**src/rtl/whackamole_pkg.sv**
```systemverilog
// Shared definitions for the whack-a-mole game controller slice.
// Latency: n/a (types and constants only).
// Backpressure: n/a.
package whackamole_pkg;

  // Number of moles on the board; sets the button and position widths.
  localparam int NUM_MOLES            = 5;
  localparam int DEFAULT_GAME_SECONDS = 30;
  // Width of a per-cycle hit count (0..NUM_MOLES).
  localparam int HIT_CNT_W            = $clog2(NUM_MOLES + 1);

  typedef enum logic [1:0] {
    IDLE = 2'd0,
    PLAY = 2'd1,
    DONE = 2'd2
  } game_state_e;

endpackage

```
**src/rtl/whackamole_game_ctrl_if.sv**
```systemverilog
// Game-controller signal bundle: button/tick/mole inputs and the game outputs.
// Latency: n/a (wiring only).
// Backpressure: none; every input is a one-cycle pulse or a level.
// master: drives the inputs (board side); slave: the controller.
interface whackamole_game_ctrl_if
  import whackamole_pkg::*;
#(
  parameter int SCORE_W = 8,
  parameter int TIME_W  = 6
);
  logic                 startPulse;
  logic                 tick;
  logic [NUM_MOLES-1:0] moleButtonPulses;
  logic [NUM_MOLES-1:0] molePositions;
  logic                 gameEnable;
  logic [SCORE_W-1:0]   score;
  logic [SCORE_W-1:0]   bestScore;
  logic [TIME_W-1:0]    timeLeft;
  logic                 hitPulse;
  logic                 missPulse;
  logic                 gameOver;

  modport master (
    output startPulse, tick, moleButtonPulses, molePositions,
    input  gameEnable, score, bestScore, timeLeft, hitPulse, missPulse, gameOver
  );

  modport slave (
    input  startPulse, tick, moleButtonPulses, molePositions,
    output gameEnable, score, bestScore, timeLeft, hitPulse, missPulse, gameOver
  );
endinterface

```
**src/rtl/whackamole_game_ctrl_mole_hit_scorer.sv**
```systemverilog
// Classifies button presses against lit moles and counts the fresh hits.
// Latency: combinational, zero cycles.
// Backpressure: none.
// Ports: buttons_i/positions_i/hit_mask_i in; valid_o, wrong_o, count_o out.
module mole_hit_scorer
  import whackamole_pkg::*;
(
  input  logic [NUM_MOLES-1:0] buttons_i,
  input  logic [NUM_MOLES-1:0] positions_i,
  input  logic [NUM_MOLES-1:0] hit_mask_i,
  output logic [NUM_MOLES-1:0] valid_o,
  output logic [NUM_MOLES-1:0] wrong_o,
  output logic [HIT_CNT_W-1:0] count_o
);

  // A press scores only on a lit mole not already hit during this appearance.
  assign valid_o = buttons_i & positions_i & ~hit_mask_i;
  assign wrong_o = buttons_i & ~positions_i;

  always_comb begin
    count_o = '0;
    for (int i = 0; i < NUM_MOLES; i++) begin
      count_o = count_o + HIT_CNT_W'(valid_o[i]);
    end
  end

endmodule

```
**src/rtl/whackamole_game_ctrl.sv**
```systemverilog
// Round sequencer: start/time/end a round, score mole hits, keep best score.
// Latency: every output is registered, one clock after the causing input.
// Backpressure: none; input pulses are consumed in the cycle they arrive.
// Ports: clock, reset (sync, active-high), bus (slave modport): start/tick/
// buttons/positions in; gameEnable, score, bestScore, timeLeft, hit/miss
// pulses, gameOver out.
module whackamole_game_ctrl
  import whackamole_pkg::*;
#(
  parameter int GAME_SECONDS = DEFAULT_GAME_SECONDS,
  parameter int SCORE_W      = 8,
  parameter int TIME_W       = 6
) (
  input  logic                   clock,
  input  logic                   reset,
  whackamole_game_ctrl_if.slave  bus
);

  localparam logic [TIME_W-1:0]  TIME_LOAD = TIME_W'(GAME_SECONDS);
  localparam logic [SCORE_W-1:0] SCORE_MAX = '1;

  game_state_e          state_q, state_d;
  logic [SCORE_W-1:0]   score_q, score_d;
  logic [SCORE_W-1:0]   best_q, best_d;
  logic [TIME_W-1:0]    time_q, time_d;
  logic                 hit_q, hit_d;
  logic                 miss_q, miss_d;
  logic [NUM_MOLES-1:0] mask_q, mask_d;
  logic [NUM_MOLES-1:0] pos_q;
  logic                 en_q, over_q;

  logic [NUM_MOLES-1:0] valid;
  logic [NUM_MOLES-1:0] wrong;
  logic [HIT_CNT_W-1:0] hit_cnt;
  logic [SCORE_W+2:0]   score_sum;

  mole_hit_scorer u_scorer (
    .buttons_i   (bus.moleButtonPulses),
    .positions_i (bus.molePositions),
    .hit_mask_i  (mask_q),
    .valid_o     (valid),
    .wrong_o     (wrong),
    .count_o     (hit_cnt)
  );

  // Wide enough that score + 5 can never wrap before the saturation check.
  assign score_sum = (SCORE_W+3)'(score_q) + (SCORE_W+3)'(hit_cnt);

  always_comb begin
    state_d = state_q;
    score_d = score_q;
    best_d  = best_q;
    time_d  = time_q;
    hit_d   = 1'b0;
    miss_d  = 1'b0;
    mask_d  = mask_q;

    // A mole going dark ends its appearance, so its hit bit is released.
    if (bus.molePositions != pos_q) begin
      mask_d = mask_q & bus.molePositions;
    end

    unique case (state_q)
      PLAY: begin
        if (score_sum > (SCORE_W+3)'(SCORE_MAX)) begin
          score_d = SCORE_MAX;
        end else begin
          score_d = score_sum[SCORE_W-1:0];
        end
        hit_d  = |valid;
        miss_d = |wrong;
        mask_d = mask_d | valid;
        if (bus.tick) begin
          if (time_q > TIME_W'(1)) begin
            time_d = time_q - TIME_W'(1);
          end else begin
            time_d  = '0;
            state_d = DONE;
            // Compare against the post-hit score so a last-cycle hit counts.
            if (score_d > best_q) begin
              best_d = score_d;
            end
          end
        end
      end
      default: begin
        // IDLE and DONE: start wins over any coincident tick.
        if (bus.startPulse) begin
          state_d = PLAY;
          score_d = '0;
          time_d  = TIME_LOAD;
          mask_d  = '0;
        end
      end
    endcase
  end

  always_ff @(posedge clock) begin
    if (reset) begin
      state_q <= IDLE;
      score_q <= '0;
      best_q  <= '0;
      time_q  <= TIME_LOAD;
      hit_q   <= 1'b0;
      miss_q  <= 1'b0;
      mask_q  <= '0;
      pos_q   <= '0;
      en_q    <= 1'b0;
      over_q  <= 1'b0;
    end else begin
      state_q <= state_d;
      score_q <= score_d;
      best_q  <= best_d;
      time_q  <= time_d;
      hit_q   <= hit_d;
      miss_q  <= miss_d;
      mask_q  <= mask_d;
      pos_q   <= bus.molePositions;
      en_q    <= (state_d == PLAY);
      over_q  <= (state_d == DONE);
    end
  end

  assign bus.gameEnable = en_q;
  assign bus.gameOver   = over_q;
  assign bus.score      = score_q;
  assign bus.bestScore  = best_q;
  assign bus.timeLeft   = time_q;
  assign bus.hitPulse   = hit_q;
  assign bus.missPulse  = miss_q;

endmodule

```
**src/flat_wrapper.sv**
```systemverilog
// flat-port wrapper written by rule: the top's interface ports become plain ports
module whackamole_game_ctrl_flat import whackamole_pkg::*;
#(
  parameter int GAME_SECONDS = DEFAULT_GAME_SECONDS,
  parameter int SCORE_W      = 8,
  parameter int TIME_W       = 6
)
  (clock, reset, bus_startPulse, bus_tick, bus_moleButtonPulses, bus_molePositions, bus_gameEnable, bus_score, bus_bestScore, bus_timeLeft, bus_hitPulse, bus_missPulse, bus_gameOver);
  whackamole_game_ctrl_if #(.SCORE_W(SCORE_W), .TIME_W(TIME_W)) bus_i ();
  input  logic clock;
  input  logic reset;
  input wire logic [$bits(bus_i.startPulse)-1:0] bus_startPulse;
  input wire logic [$bits(bus_i.tick)-1:0] bus_tick;
  input wire logic [$bits(bus_i.moleButtonPulses)-1:0] bus_moleButtonPulses;
  input wire logic [$bits(bus_i.molePositions)-1:0] bus_molePositions;
  output wire logic [$bits(bus_i.gameEnable)-1:0] bus_gameEnable;
  output wire logic [$bits(bus_i.score)-1:0] bus_score;
  output wire logic [$bits(bus_i.bestScore)-1:0] bus_bestScore;
  output wire logic [$bits(bus_i.timeLeft)-1:0] bus_timeLeft;
  output wire logic [$bits(bus_i.hitPulse)-1:0] bus_hitPulse;
  output wire logic [$bits(bus_i.missPulse)-1:0] bus_missPulse;
  output wire logic [$bits(bus_i.gameOver)-1:0] bus_gameOver;
  assign bus_i.startPulse = bus_startPulse;
  assign bus_i.tick = bus_tick;
  assign bus_i.moleButtonPulses = bus_moleButtonPulses;
  assign bus_i.molePositions = bus_molePositions;
  assign bus_gameEnable = bus_i.gameEnable;
  assign bus_score = bus_i.score;
  assign bus_bestScore = bus_i.bestScore;
  assign bus_timeLeft = bus_i.timeLeft;
  assign bus_hitPulse = bus_i.hitPulse;
  assign bus_missPulse = bus_i.missPulse;
  assign bus_gameOver = bus_i.gameOver;
  whackamole_game_ctrl #(.GAME_SECONDS(GAME_SECONDS), .SCORE_W(SCORE_W), .TIME_W(TIME_W)) u_core (.clock(clock), .reset(reset), .bus(bus_i));
endmodule
```
**config.mk**
```make
export PLATFORM = sky130hd
export DESIGN_NAME = whackamole_game_ctrl_flat
export DESIGN_NICKNAME = d
export VERILOG_FILES = /design/src/rtl/whackamole_pkg.sv /design/src/rtl/whackamole_game_ctrl_if.sv /design/src/rtl/whackamole_game_ctrl_mole_hit_scorer.sv /design/src/rtl/whackamole_game_ctrl.sv /design/src/flat_wrapper.sv
export SDC_FILE = /design/constraint.sdc
export NUM_CORES = 1
export LEC_CHECK = 0
export ABC_AREA = 1
export CAP_MARGIN = 20
export CORE_ASPECT_RATIO = 0.7
export CORE_UTILIZATION = 56
export DETAILED_ROUTE_END_ITERATION = 7
export PLACE_DENSITY_LB_ADDON = 0.12
export SLEW_MARGIN = 30
export SYNTH_ARGS = -nofsm -noshare
export SYNTH_HDL_FRONTEND = slang
export SYNTH_SLANG_ARGS = --single-unit
```
**constraint.sdc**
```tcl
create_clock -name clock -period 9.18 [get_ports clock]
set_input_delay 1.377 -clock clock [delete_from_list [all_inputs] [get_ports clock]]
set_output_delay 1.377 -clock clock [all_outputs]
set_load 0.03 [all_outputs]
```
Word-level counts from Yosys, hierarchy flattened
Index checks and enable logic that the tools add are counted.
- register bits: 38
- input bits: 14
- output and inout bits: 26
- logic and storage cells: 54
- add/sub/neg operators: 6
- magnitude comparators: 3
- equality and inequality tests: 5
- mux-type cells: 15
- bitwise logic cells: 9
- reduce and logical (&&, ||, !) cells: 6
- operators with widths (kind ; number):
    $mux W8 ; 4
    $mux W6 ; 4
    $and A5 B5 Y5 ; 4
    $mux W5 ; 3
    $gt A11 B8 Y1 const B ; 1
    $not A5 Y5 ; 2
    $reduce_or A5 Y1 ; 2
    $add A8 B3 Y9 ; 1
    $gt A8 B8 Y1 ; 1
    $mux W2 ; 4
    $add A3 B1 Y3 ; 2
    $gt A6 B1 Y1 const B ; 1
    $sub A6 B1 Y6 const B ; 1
    $ne A5 B5 Y1 ; 1
    $or A5 B5 Y5 ; 1
    $eq A2 B1 Y1 const B ; 2
    $reduce_and A4 Y1 ; 1
    $add A2 B1 Y3 ; 1
    $add A1 B1 Y2 ; 1
    $eq A2 B2 Y1 const B ; 1
    $ne A2 B2 Y1 const B ; 1
    $not A1 Y1 ; 2
    $reduce_and A2 Y1 ; 1
    $reduce_bool A2 Y1 ; 1
    $reduce_or A2 Y1 ; 1

Longest topological paths before layout
Gate-level depths: netlist of run 1.
- depth after elaboration: 12
- mapped depth: 25
- depth with buffers taken out: 25

Modules after synthesis
Synthesis of run 1 repeated with hierarchy kept, for this count alone.
- cell total of the unflattened synthesis: 316
- area, all modules: 2190.9 um^2
- by module, submodules not included (module ; times used ; cells an instance ; area each (um^2) ; sequential area each (um^2)):
    whackamole_game_ctrl ; 1 ; 293 ; 2050.7 ; 760.7
    mole_hit_scorer ; 1 ; 23 ; 140.1 ; 0.0

Worst setup path after synthesis of run 1
No wires, ideal clock.
- path type: input to register
- from: input bus_molePositions[0]
- to: register u_core.best_q[3] (netlist: u_core.bus.bestScore[3])
- setup time: 116 ps
- arrival: 4783 ps
- required time: 9064 ps
- setup slack: 4281 ps
- stages: 23
- buffers on the path: 1
- cells stage by stage: inv_1 -> nor3_1 -> fa_1 -> inv_1 -> fa_1 -> inv_1 -> ha_1 -> fa_1 -> nand2_1 -> nand2_1 -> nand2_2 -> nor2_4 -> a21oi_1 -> inv_1 -> ha_1 -> nand2_1 -> nor2_1 -> and2_1 -> nor2_4 -> buf_8 -> nand3_1 -> nand2_1 -> nor2_1
- longest elaborated chain between the ends: 12
- RTL lines (what ; line ; source):
    start: declaration ; flat_wrapper.sv:15 ; input wire logic [$bits(bus_i.molePositions)-1:0] bus_molePositions;
    $and A5 B5 Y5 * (2 in series) ; whackamole_game_ctrl_mole_hit_scorer.sv:17 ; assign valid_o = buttons_i & positions_i & ~hit_mask_i;
    $add A1 B1 Y2 * ; whackamole_game_ctrl_mole_hit_scorer.sv:23 ; count_o = count_o + HIT_CNT_W'(valid_o[i]);
    $add A2 B1 Y3 * ; whackamole_game_ctrl_mole_hit_scorer.sv:23 ;
    $add A3 B1 Y3 * (2 in series) ; whackamole_game_ctrl_mole_hit_scorer.sv:23 ;
    $add A8 B3 Y9 * ; whackamole_game_ctrl.sv:47 ; assign score_sum = (SCORE_W+3)'(score_q) + (SCORE_W+3)'(hit_cnt);
    $gt A11 B8 Y1 ; whackamole_game_ctrl.sv:65 ; if (score_sum > (SCORE_W+3)'(SCORE_MAX)) begin
    $mux W8 * ; whackamole_game_ctrl.sv:65 ;
    $mux W8 * ; whackamole_game_ctrl.sv:63 ; unique case (state_q)
    $gt A8 B8 Y1 ; whackamole_game_ctrl.sv:80 ; if (score_d > best_q) begin
    $reduce_and A4 Y1 (no line) ; n/a ;
    end signal: assignment ; whackamole_game_ctrl.sv:113 ; best_q <= best_d;
    end: declaration ; whackamole_game_ctrl.sv:24 ; logic [SCORE_W-1:0] best_q, best_d;
Mark *: on every way between the ends. The rest lies on a longest branch, timed or not. The select of a mux whose other input is x is not followed.
A chain may end at the register's enable or synchronous reset.

Worst setup path after layout of run 1
- from: input bus_molePositions[1]
- to: register u_core.best_q[7] (netlist: u_core.bus.bestScore[7])
Same word-level chain as after synthesis.

==> metrics.md, run 1 <==
| Metric | Value |
|---|---|
| Syn_area_per_cell | 7.01 um^2 |
| Tot GR Track Use | 25.6% |
| FF+latch area | 761 um^2 |
| Count leader, synth | nand2_1 |
| Total power per unit cell area | 148 nW/um^2 |
| Post-synthesis instance total | 314 |
| Vias in the first global route | 1836 |
| Number of diodes | 0 |
| WL per Instance | 12.5 um |
| Row cnt | 18 |
| Worst-Skew Late Latency | 0.29 ns |
| Grt total ovfl | 0 |
| Clk pin slew, worst setup/hold paths | 0.08 ns |
| Final GP Congestion | 0.916 |
| Post-DRT Antenna Nets | 0 |
| Die area | 4190 um^2 |
| Starting Density | 60.3% |
| WP data required | 9.37 ns |
| Hold path cells | 2 |
| Crit end category | register |
| Max clock buf depth | 2 |
| Final min period | 5.63 ns |
| Post-DP HPWL | 3730 um |
| Fin. Hold Viols | 0 |
| Seq cells post-synth | 38 |
| Sequential fraction of the synthesis area | 34.6% |
| WP data arrival | 5.82 ns |
| DRT iter0 DRCs | 130 |
| Worst setup SP type | primary input |
| DP Cell Count | 399 |
| CTS Sinks | 38 |
| FF-to-FF End | u_core.bus.bestScore[7]$_SDFFE_PP0P_ |
| Ys flop type | dfxtp_1 |
| P_leak | 1.29 nW |
| Final setup vio count | 0 |
| CP max FO | 13 |
| Hold endpoint | u_core.mask_q[2]$_SDFF_PP0_ |
| Final period util | 61.3% |
| Die span in y | 54.4 um |
| H-tree levels | 2 |
| FMAX | 178 MHz |
| CTS tree | done |
| I/O Buffers | 39 |
| CTS buffer count | 5 |
| Fraction of registers with async set/reset | 0% |
| DRT Pass-1 Iters | 4 |
| Filler cells | 293 |
| Max-Cap Viols | 0 |
| Vias | 2032 |
| Root Buffer | clkbuf_8 |
| Post-CTS resize count | 0 |
| Final std cells w/o fill | 407 |
| Post-synth cell types | 32 |
| Synth cell count leaders | nand2_1 (77), inv_1 (56), dfxtp_1 (38) |
| Leading area contributor after synthesis | dfxtp_1 |
| Critical path class | primary input to register |
| R2R depth | 23 |
| Worst-Margin Slew | 0.506 ns |
| Total Wirelength | 5070 um |
| Worst hold start | u_core.mask_q[2]$_SDFF_PP0_ |
| Setup Buffers After CTS | 0 |
| Rel. slew slack | 66.1% |
| Syn_nets | 346 |
| Top-area cell type share of the netlist area | 34.6% |
| Clock skew | 0.00443 ns |
| Share of cells above drive strength 1 | 7.28% |
| Core ar. | 3650 um^2 |
| Ports | 40 |
| FF-to-FF setup slack | 4.90 ns |
| RSZ-0062 raised after global routing | no |
| YS warnings | 0 |
| Max Slew Vio Count | 0 |
| Top cells by area, synth | dfxtp_1 (35%), nand2_1 (13%), inv_1 (9.6%) |
| Pin count of the biggest net entering global routing | 14 |
| Post-CTS Hold Fix Bufs | 0 |
| Multi-input logic area | 1180 um^2 |
| Setup TNS | 0 ns |
| Initial antenna violation count | 0 |
| Post-synth EDFFs | 0 |
| Area growth syn-to-layout | 23.8% |
| # DRC | 0 |
| Die Span X | 76.9 um |
| HP Class | register to register |
| Peak VDD IR | 0.0962 mV |
| Mapped cell area | 2200 um^2 |
| RR Startpoint | u_core.mask_q[0]$_SDFF_PP0_ |
| Post-layout nets | 388 |
| Pwr Total | 0.000403 W |
| Post-DR vias/cell | 4.99 |
| Final Core Density | 74.7% |
| First-pass GRT wire length | 8150 um |
| Status | finished clean |
-- power by group --
part	internal [W]	switching, W
Sequential	0.000170	0.00000474
Combinational	0.0000315	0.0000551
Clock	0.0000800	0.0000612
Total	0.000282	0.000121
-- flip-flops by register name, indices dropped and copies added, names as in the netlist --
name and cells:
u_core.bus.missPulse 1, u_core.mask_q 5, u_core.bus.hitPulse 1, u_core.pos_q 5, u_core.bus.score 8, u_core.bus.gameEnable 1, u_core.bus.gameOver 1, u_core.bus.timeLeft 6
u_core.bus.bestScore 8, u_core.state_q 2
-- placed cells by master, fill, tap and decap left out, types with 2 or more instances in the layout --
| cell | count |
|---|---|
| a21oi_1 | 18 |
| o22ai_1 | 7 |
| clkinv_2 | 2 |
| nand4_1 | 2 |
| nand2_1 | 77 |
| clkbuf_8 | 5 |
| nor2_1 | 32 |
| inv_2 | 4 |
| clkdlybuf4s50_1 | 39 |
| nand3_1 | 18 |
| nor2_4 | 4 |
| ha_1 | 15 |
| nand3b_1 | 2 |
| o21ai_0 | 10 |
| xnor2_1 | 2 |
| nor3_1 | 5 |
| a21oi_2 | 2 |
| fa_1 | 3 |
| inv_1 | 56 |
| nand2_2 | 4 |
| a31oi_1 | 2 |
| dfxtp_1 | 38 |
-- critical path: stages --
cell             delay [ns]
clkdlybuf4s50_1        0.53
inv_1                  0.09
nor3_1                 0.38
fa_1                   0.24
inv_1                  0.05
fa_1                   0.50
inv_1                  0.04
ha_1                   0.21
fa_1                   0.40
nand2_1                0.10
nand2_1                0.09
nand2_2                0.13
nor2_4                 0.06
a21oi_1                0.29
inv_1                  0.09
ha_1                   0.31
nand2_1                0.07
inv_1                  0.05
nand2_1                0.05
nand2_1                0.05
nand2_1                0.04
nand2_1                0.36
nand2_2                0.13
nor2_1                 0.13
nor2_1                 0.05
-- area by class of cell --
| cell class | count | area share (%) |
|---|---|---|
| Sequential cell | 38 | 27.9 |
| Inverter | 60 | 8.27 |
| Multi-Input combinational cell | 212 | 43.2 |
| Timing Repair Buffer | 39 | 14.3 |
| Clock buffer | 5 | 2.53 |
| Tap cell | 50 | 2.30 |
| Clock inverter | 3 | 1.47 |
-- how the worst max path moves through the flow --
stage                         start                                   end  slack (ns)  cells past startpoint
2_1_floorplan  bus_molePositions[0]  u_core.bus.bestScore[3]$_SDFFE_PP0P_        4.28                     23
3_3_place_gp   bus_molePositions[1]  u_core.bus.bestScore[7]$_SDFFE_PP0P_        3.45                     23
3_5_place_dp   bus_molePositions[1]  u_core.bus.bestScore[7]$_SDFFE_PP0P_        3.31                     25
4_1_cts        bus_molePositions[1]  u_core.bus.bestScore[7]$_SDFFE_PP0P_        3.57                     25
5_1_grt        bus_molePositions[1]  u_core.bus.bestScore[5]$_SDFFE_PP0P_        3.19                     26
6_report       bus_molePositions[1]  u_core.bus.bestScore[7]$_SDFFE_PP0P_        3.55                     25
-- layer usage --
metal,wire length (um),track usage [%],up-vias
li1,-,-,1073
met1,2610,34.0,904
met2,2150,42.7,48
met3,269,5.33,7
met4,42,7.37,0
met5,0,0,-
-- metrics by stage --
step                cell area, um^2  hold WS (ns)  setup WS (ns)
global placement               2620         0.450           3.45
finish                         2720         0.470           3.55
detailed placement             2620         0.459           3.31
floorplan                      2200         0.439           4.28
global route                   2720         0.488           3.19
CTS                            2720         0.471           3.57
-- cell families (layout without fill, tap and decap cells) --
group | count (synthesis) | in the layout | synth area share, %
and+or+nand+nor | 149 | 149 | 30.3
buffers and inverters | 64 | 107 | 11.9
AOI/OAI and AO/OA | 42 | 42 | 10.7
DFF | 38 | 38 | 34.6
adders and majority gates | 18 | 18 | 11.3
xor gates and xnor gates | 3 | 3 | 1.19
Power figures use the tool's default switching activity.
==> inputs of run 2 (changes only) <==
Settings changed: CORE_UTILIZATION 56 to 52.
Clock period 9.18 ns to 5.8 ns, I/O delays scaled along.
==> run 2 against run 1 <==
Compared with the run above:
- clock skew increased by 0.0014 ns
- sequential cell count unchanged
- global-route usage decreased by 2.1 points
- final cell count increased by 0.74%
- wire length decreased by 4.2%
- count of clock-buffer cells in the layout increased by 2
- critical endpoint is now u_core.bus.bestScore[5]$_SDFFE_PP0P_
- largest cell class unchanged
- largest power group unchanged
==> metrics.md, run 2 (synthesis results as in run 1) <==
| Metric | Value |
|---|---|
| Post-CTS resize count | 0 (unchanged) |
| Slowest stage cell, crit path | clkdlybuf4s50_1 |
| I/O Buffers | 39 (unchanged) |
| Post-DR vias/cell | 4.97 (-0.49%) |
| Die span in y | 56.4 um (+3.6%) |
| Area growth syn-to-layout | 23.5% |
| Worst path bufs/invs | 6 (unchanged) |
| Critical path class | primary input to register |
| DRT iter0 DRCs | 116 (-11%) |
| Root Buffer | clkbuf_8 |
| WP data arrival | 5.31 ns (-0.51 ns) |
| Post-layout nets | 389 (+0.26%) |
| Total Wirelength | 4860 um (-4.2%) |
| Rel. slew slack | 68.5% (+2.4 points) |
| Final period util | 87.5% |
| Post-DP HPWL | 3660 um (-1.9%) |
| Starting Density | 55.1% (-5.2 points) |
| H-tree levels | 2 (unchanged) |
| DP Cell Count | 402 (+0.75%) |
| CTS Sinks | 38 (unchanged) |
| Crit. Startpoint | bus_molePositions[0] |
| Initial antenna violation count | 0 (unchanged) |
| Worst-Margin Slew | 0.469 ns (-0.0376 ns) |
| Crit end category | register |
| Share of cells above drive strength 1 | 7.26% (-0.020 points) |
| Grt total ovfl | 0 (unchanged) |
| Fin. Hold Viols | 0 (unchanged) |
| FF-to-FF End | u_core.bus.bestScore[5]$_SDFFE_PP0P_ |
| Worst-Skew Late Latency | 0.29 ns (about the same) |
| Clk pin slew, worst setup/hold paths | 0.08 ns (about the same) |
| Final GP Congestion | 0.875 (-4.5%) |
| Crit path capture | u_core.bus.bestScore[5]$_SDFFE_PP0P_ |
| Pin count of the biggest net entering global routing | 14 (unchanged) |
| Critical path's top delay family | simple AND/OR/NAND/NOR gates |
| Final min period | 5.07 ns |
| Vias in the first global route | 1909 (+4.0%) |
| Max clock buf depth | 2 (unchanged) |
| Clock skew | 0.00584 ns (+0.00141 ns) |
| Status | finished clean |
| Worst hold start | u_core.mask_q[1]$_SDFF_PP0_ |
| FMAX | 197 MHz |
| Final setup vio count | 0 (unchanged) |
| CTS buffer count | 5 (unchanged) |
| Die Span X | 79.7 um (+3.7%) |
| WP depth | 26 (+4.0%) |
| Setup Buffers After CTS | 0 (unchanged) |
| P_leak | 1.28 nW (-0.39%) |
| Largest stage delay, worst path | 0.50 ns (-0.03 ns) |
| Commonest cells after routing, fill and taps aside | nand2_1 (77), inv_1 (56), clkdlybuf4s50_1 (39) |
| CP max FO | 13 (unchanged) |
| WP data required | 6.03 ns (-3.34 ns) |
| Worst setup SP type | primary input |
| FF-to-FF setup slack | 1.57 ns (-3.33 ns) |
| Setup TNS | 0 ns (unchanged) |
| CP dominant cell by count | nand2_1 |
| Post-DRT Antenna Nets | 0 (unchanged) |
| R2R depth | 24 (+4.3%) |
| Ports | 40 (unchanged) |
| HP Class | register to register |
| Core ar. | 3990 um^2 (+9.5%) |
| Max-Cap Viols | 0 (unchanged) |
| WL per Instance | 11.9 um (-4.9%) |
| Total power per unit cell area | 223 nW/um^2 (+51%) |
| Die area | 4500 um^2 (+7.4%) |
| Final std cells w/o fill | 410 (+0.74%) |
| DRT Pass-1 Iters | 4 (unchanged) |
| Number of diodes | 0 (unchanged) |
| CTS tree | done |
| RR Startpoint | u_core.mask_q[0]$_SDFF_PP0_ |
| RSZ-0062 raised after global routing | no |
| Commonest non-fill, non-tap cell in the layout | nand2_1 |
| Row cnt | 19 (+1) |
| # DRC | 0 (unchanged) |
| First-pass GRT wire length | 8160 um (+0.17%) |
| Post-CTS Hold Fix Bufs | 0 (unchanged) |
| Vias | 2037 (+0.25%) |
| Peak VDD IR | 0.182 mV (+89%) |
| Max Slew Vio Count | 0 (unchanged) |
| Fin Hold WS | 0.471 ns (+0.00110 ns) |
| Tot GR Track Use | 23.5% (-2.1 points) |
==> run 2: changes by cell type in the layout (fill, tap and decap cells not counted), sizes merged <==
| cell | previous run | this run |
|---|---|---|
| buf | 0 | 1 |
| bufinv | 1 | 0 |
| clkbuf | 5 | 7 |
| clkinv | 2 | 1 |
==> run 2: report_power, final <==
part	leakage [nW]	internal (W)	total, W	switching [W]
clock network	0.0482	0.0000960	0.000190	0.0000942
logic	0.925	0.0000531	0.000139	0.0000858
registers	0.310	0.000269	0.000276	0.00000702
total	1.28	0.000418	0.000605	0.000187
==> run 2: per-layer routing <==
| layer | vias up | global-route usage (%) | wire [um] |
|---|---|---|---|
| met1 | 892 | 33.7 | 2580 |
| li1 | 1072 | - | - |
| met3 | 5 | 5.85 | 324 |
| met4 | 0 | 7.14 | 44 |
| met5 | - | 0 | 0 |
| met2 | 68 | 34.6 | 1910 |
==> run 2: how the worst min path moves through the flow <==
stage	end	slack [ns]	cells past startpoint
6_report	u_core.mask_q[1]$_SDFF_PP0_	0.47	2
5_1_grt	u_core.mask_q[2]$_SDFF_PP0_	0.50	2
4_1_cts	u_core.mask_q[0]$_SDFF_PP0_	0.47	2
3_5_place_dp	u_core.mask_q[0]$_SDFF_PP0_	0.46	2
3_3_place_gp	u_core.mask_q[3]$_SDFF_PP0_	0.45	2
2_1_floorplan	u_core.mask_q[3]$_SDFF_PP0_	0.44	2
==> run 2: layout make-up <==
type / instances / area (um^2)
timing repair buffer: 40 / 398
multi-input combinational: 212 / 1180
tap: 52 / 65.1
inverter: 60 / 225
clock buffer: 7 / 86.3
fill: 359 / 1280
sequential: 38 / 761
clock inverter: 1 / 5.00
==> run 2: tightest hold or removal path: cells and delay by family, from the launching register on <==
kind             cells  cell delay, ns
AND/OR/NAND/NOR      1            0.06
AO/OA/AOI/OAI        1            0.05
flip-flops           1            0.31
==> run 2: stage by stage <==
stage                     util (%)  setup WS (ns)  area (um^2)  total power [W]
after global routing          68.0          0.376         2720         0.000641
after floorplan                  -           1.41         2200         0.000382
after detailed placement      65.7          0.493         2630         0.000420
after CTS                     68.0          0.746         2720         0.000608
after global placement        65.7          0.590         2630         0.000418
final                         68.0          0.727         2720         0.000605
==> inputs of run 3 (changes only) <==
Settings changed: CORE_UTILIZATION 52 to 30, SLEW_MARGIN 30 to 15.
==> run 3 against run 2 <==
Compared with the run above:
- critical path depth fell by 1
- first-iteration DRC count fell by 22%
- final cell count rose by 10%
- maximum frequency rose by 0.41%
- die area rose by 71%
- hold slack got worse by 0.0032 ns
- wire length rose by 6.1%
- clock power barely moved
- worst setup slack improved by 0.021 ns
- sequential share of layout area fell by 0.61 points
- core utilization fell by 28 points
- non-clock buffer count rose by 1
==> metrics.md, run 3 (synthesis results as in run 1) <==
| Metric | Value |
|---|---|
| Final GP Congestion | 0.881 (+0.70%) |
| DRT Pass-1 Iters | 4 (unchanged) |
| Clk pin slew, worst setup/hold paths | 0.08 ns (about the same) |
| Total Wirelength | 5160 um (+6.1%) |
| Routing usage on met3 | 3.99% (-1.9 points) |
| Starting Density | 31.8% (-23 points) |
| Tot GR Track Use | 14.0% (-9.5 points) |
| Initial antenna violation count | 0 (unchanged) |
| Root Buffer | clkbuf_8 |
| DP Cell Count | 445 (+11%) |
| Commonest non-fill, non-tap cell in the layout | nand2_1 |
| Final min period | 5.05 ns (-0.0206 ns) |
| Post-DP HPWL | 3980 um (+8.7%) |
| Pin count of the biggest net entering global routing | 14 (unchanged) |
| P_leak | 1.29 nW (+0.37%) |
| First-pass GRT wire length | 8470 um (+3.8%) |
| Ports | 40 (unchanged) |
| Final setup vio count | 0 (unchanged) |
| WP data required | 5.99 ns (-0.04 ns) |
| Worst-Skew Late Latency | 0.29 ns (about the same) |
| Rel. slew slack | 68.3% (-0.23 points) |
| Worst setup SP type | primary input |
| Crit. Startpoint | bus_molePositions[1] |
| Worst-Margin Slew | 0.474 ns (+0.00556 ns) |
| FF-to-FF setup slack | 1.58 ns (about the same) |
| R2R depth | 23 (-4.2%) |
| Setup Buffers After CTS | 0 (unchanged) |
| RSZ-0062 raised after global routing | no |
| Grt total ovfl | 0 (unchanged) |
| Max Slew Vio Count | 0 (unchanged) |
| Number of diodes | 0 (unchanged) |
| Max-Cap Viols | 0 (unchanged) |
| Critical path class | primary input to register |
| Final Core Density | 40.2% (-28 points) |
| Die Span X | 104 um (+31%) |
| I/O Buffers | 39 (unchanged) |
| Filler cells | 713 (+99%) |
| Vias in the first global route | 1752 (-8.2%) |
| Vias | 2014 (-1.1%) |
| H-tree levels | 2 (unchanged) |
| RR Startpoint | u_core.mask_q[0]$_SDFF_PP0_ |
| Final period util | 87.1% (-0.36 points) |
| Die area | 7680 um^2 (+71%) |
| FMAX | 198 MHz (+0.41%) |
| Fin. Hold Viols | 0 (unchanged) |
| WP data arrival | 5.24 ns (-0.07 ns) |
| CTS Sinks | 38 (unchanged) |
| Crit end category | register |
| Commonest cells after routing, fill and taps aside | nand2_1 (77), inv_1 (56), clkdlybuf4s50_1 (39) |
| CTS tree | done |
| Final std cells w/o fill | 453 (+10%) |
| Grt met1 use | 21.8% (-12 points) |
| Row cnt | 25 (+6) |
| DRT iter0 DRCs | 91 (-22%) |
| Total power per unit cell area | 222 nW/um^2 (-0.58%) |
| Core ar. | 6910 um^2 (+73%) |
| Max clock buf depth | 2 (unchanged) |
| Crit path capture | u_core.bus.bestScore[7]$_SDFFE_PP0P_ |
| Peak VDD IR | 0.0953 mV (-48%) |
| Setup TNS | 0 ns (unchanged) |
| FF-to-FF End | u_core.bus.bestScore[7]$_SDFFE_PP0P_ |
| CTS buffer count | 5 (unchanged) |
| WL per Instance | 11.4 um (-3.9%) |
| Post-DRT Antenna Nets | 0 (unchanged) |
| CP max FO | 13 (unchanged) |
| Area growth syn-to-layout | 26.2% |
| HP Class | register to register |
| Post-layout nets | 390 (+0.26%) |
| Post-CTS resize count | 0 (unchanged) |
| Multi-input logic area | 1180 um^2 (unchanged) |
| Clock skew | 0.00819 ns (+0.00234 ns) |
| Grt met2 use | 18.4% (-16 points) |
| Die span in y | 73.6 um (+31%) |
| Post-CTS Hold Fix Bufs | 0 (unchanged) |
| GR peak layer | met1 |
| Status | finished clean |
| FF+latch area | 761 um^2 (unchanged) |
| Post-DR vias/cell | 4.45 (-11%) |
| Share of cells above drive strength 1 | 7.52% (+0.26 points) |
| # DRC | 0 (unchanged) |
==> run 3: cell count changes in the layout (fill, tap and decap cells not counted), sizes merged <==
cell	before	now
buf	1	2
==> run 3: cell type report <==
cell class              count  share of cell area, %
clock buffers               7                   3.11
clock inverters             1                  0.180
inverters                  60                   8.11
multi-input cells         212                   42.4
flip-flops and latches     38                   27.4
well taps                  94                   4.24
repair buffers             41                   14.6
==> run 3: metal layers <==
| layer | wire length (um) | vias to the layer above |
|---|---|---|
| met4 | 35 | 0 |
| met2 | 1940 | 50 |
| met1 | 2890 | 884 |
| met3 | 293 | 5 |
| li1 | - | 1075 |
| met5 | 0 | - |
==> run 3: how the worst min path moves through the flow <==
stage,start,depth (start not counted),to
6_report,u_core.mask_q[2]$_SDFF_PP0_,2,u_core.mask_q[2]$_SDFF_PP0_
3_3_place_gp,u_core.mask_q[2]$_SDFF_PP0_,2,u_core.mask_q[2]$_SDFF_PP0_
2_1_floorplan,u_core.mask_q[3]$_SDFF_PP0_,2,u_core.mask_q[3]$_SDFF_PP0_
5_1_grt,u_core.mask_q[3]$_SDFF_PP0_,2,u_core.mask_q[3]$_SDFF_PP0_
4_1_cts,u_core.mask_q[2]$_SDFF_PP0_,2,u_core.mask_q[2]$_SDFF_PP0_
3_5_place_dp,u_core.mask_q[2]$_SDFF_PP0_,2,u_core.mask_q[2]$_SDFF_PP0_
==> run 3: through the flow <==
stage / total power, W / area (um^2) / hold WS, ns / setup WS, ns
global placement: 0.000427 / 2690 / 0.452 / 0.496
global route: 0.000655 / 2780 / 0.490 / 0.330
CTS: 0.000623 / 2780 / 0.466 / 0.710
floorplan: 0.000382 / 2200 / 0.439 / 1.41
detailed placement: 0.000428 / 2690 / 0.455 / 0.420
finish: 0.000615 / 2780 / 0.467 / 0.748
==> run 3: power breakdown <==
| group | total, W | internal (W) | leakage (nW) | switching, W |
|---|---|---|---|---|
| Combinational | 0.000145 | 0.0000565 | 0.929 | 0.0000888 |
| Sequential | 0.000277 | 0.000269 | 0.310 | 0.00000740 |
| Clock | 0.000193 | 0.0000961 | 0.0482 | 0.0000970 |
| Total | 0.000615 | 0.000422 | 1.29 | 0.000193 |
==> run 3: critical path: stages <==
cell             delay, ns
clkdlybuf4s50_1       0.51
inv_1                 0.09
nor3_1                0.38
fa_1                  0.24
inv_1                 0.06
fa_1                  0.51
inv_1                 0.05
ha_1                  0.21
fa_1                  0.40
nand2_1               0.10
nand2_1               0.09
nand2_2               0.12
nor2_4                0.06
a21oi_1               0.26
inv_1                 0.08
ha_1                  0.30
nand2_1               0.07
inv_1                 0.05
nand2_1               0.05
nand2_1               0.05
nand2_1               0.05
nand2_1               0.34
nand2_2               0.13
nor2_1                0.13
nor2_1                0.05
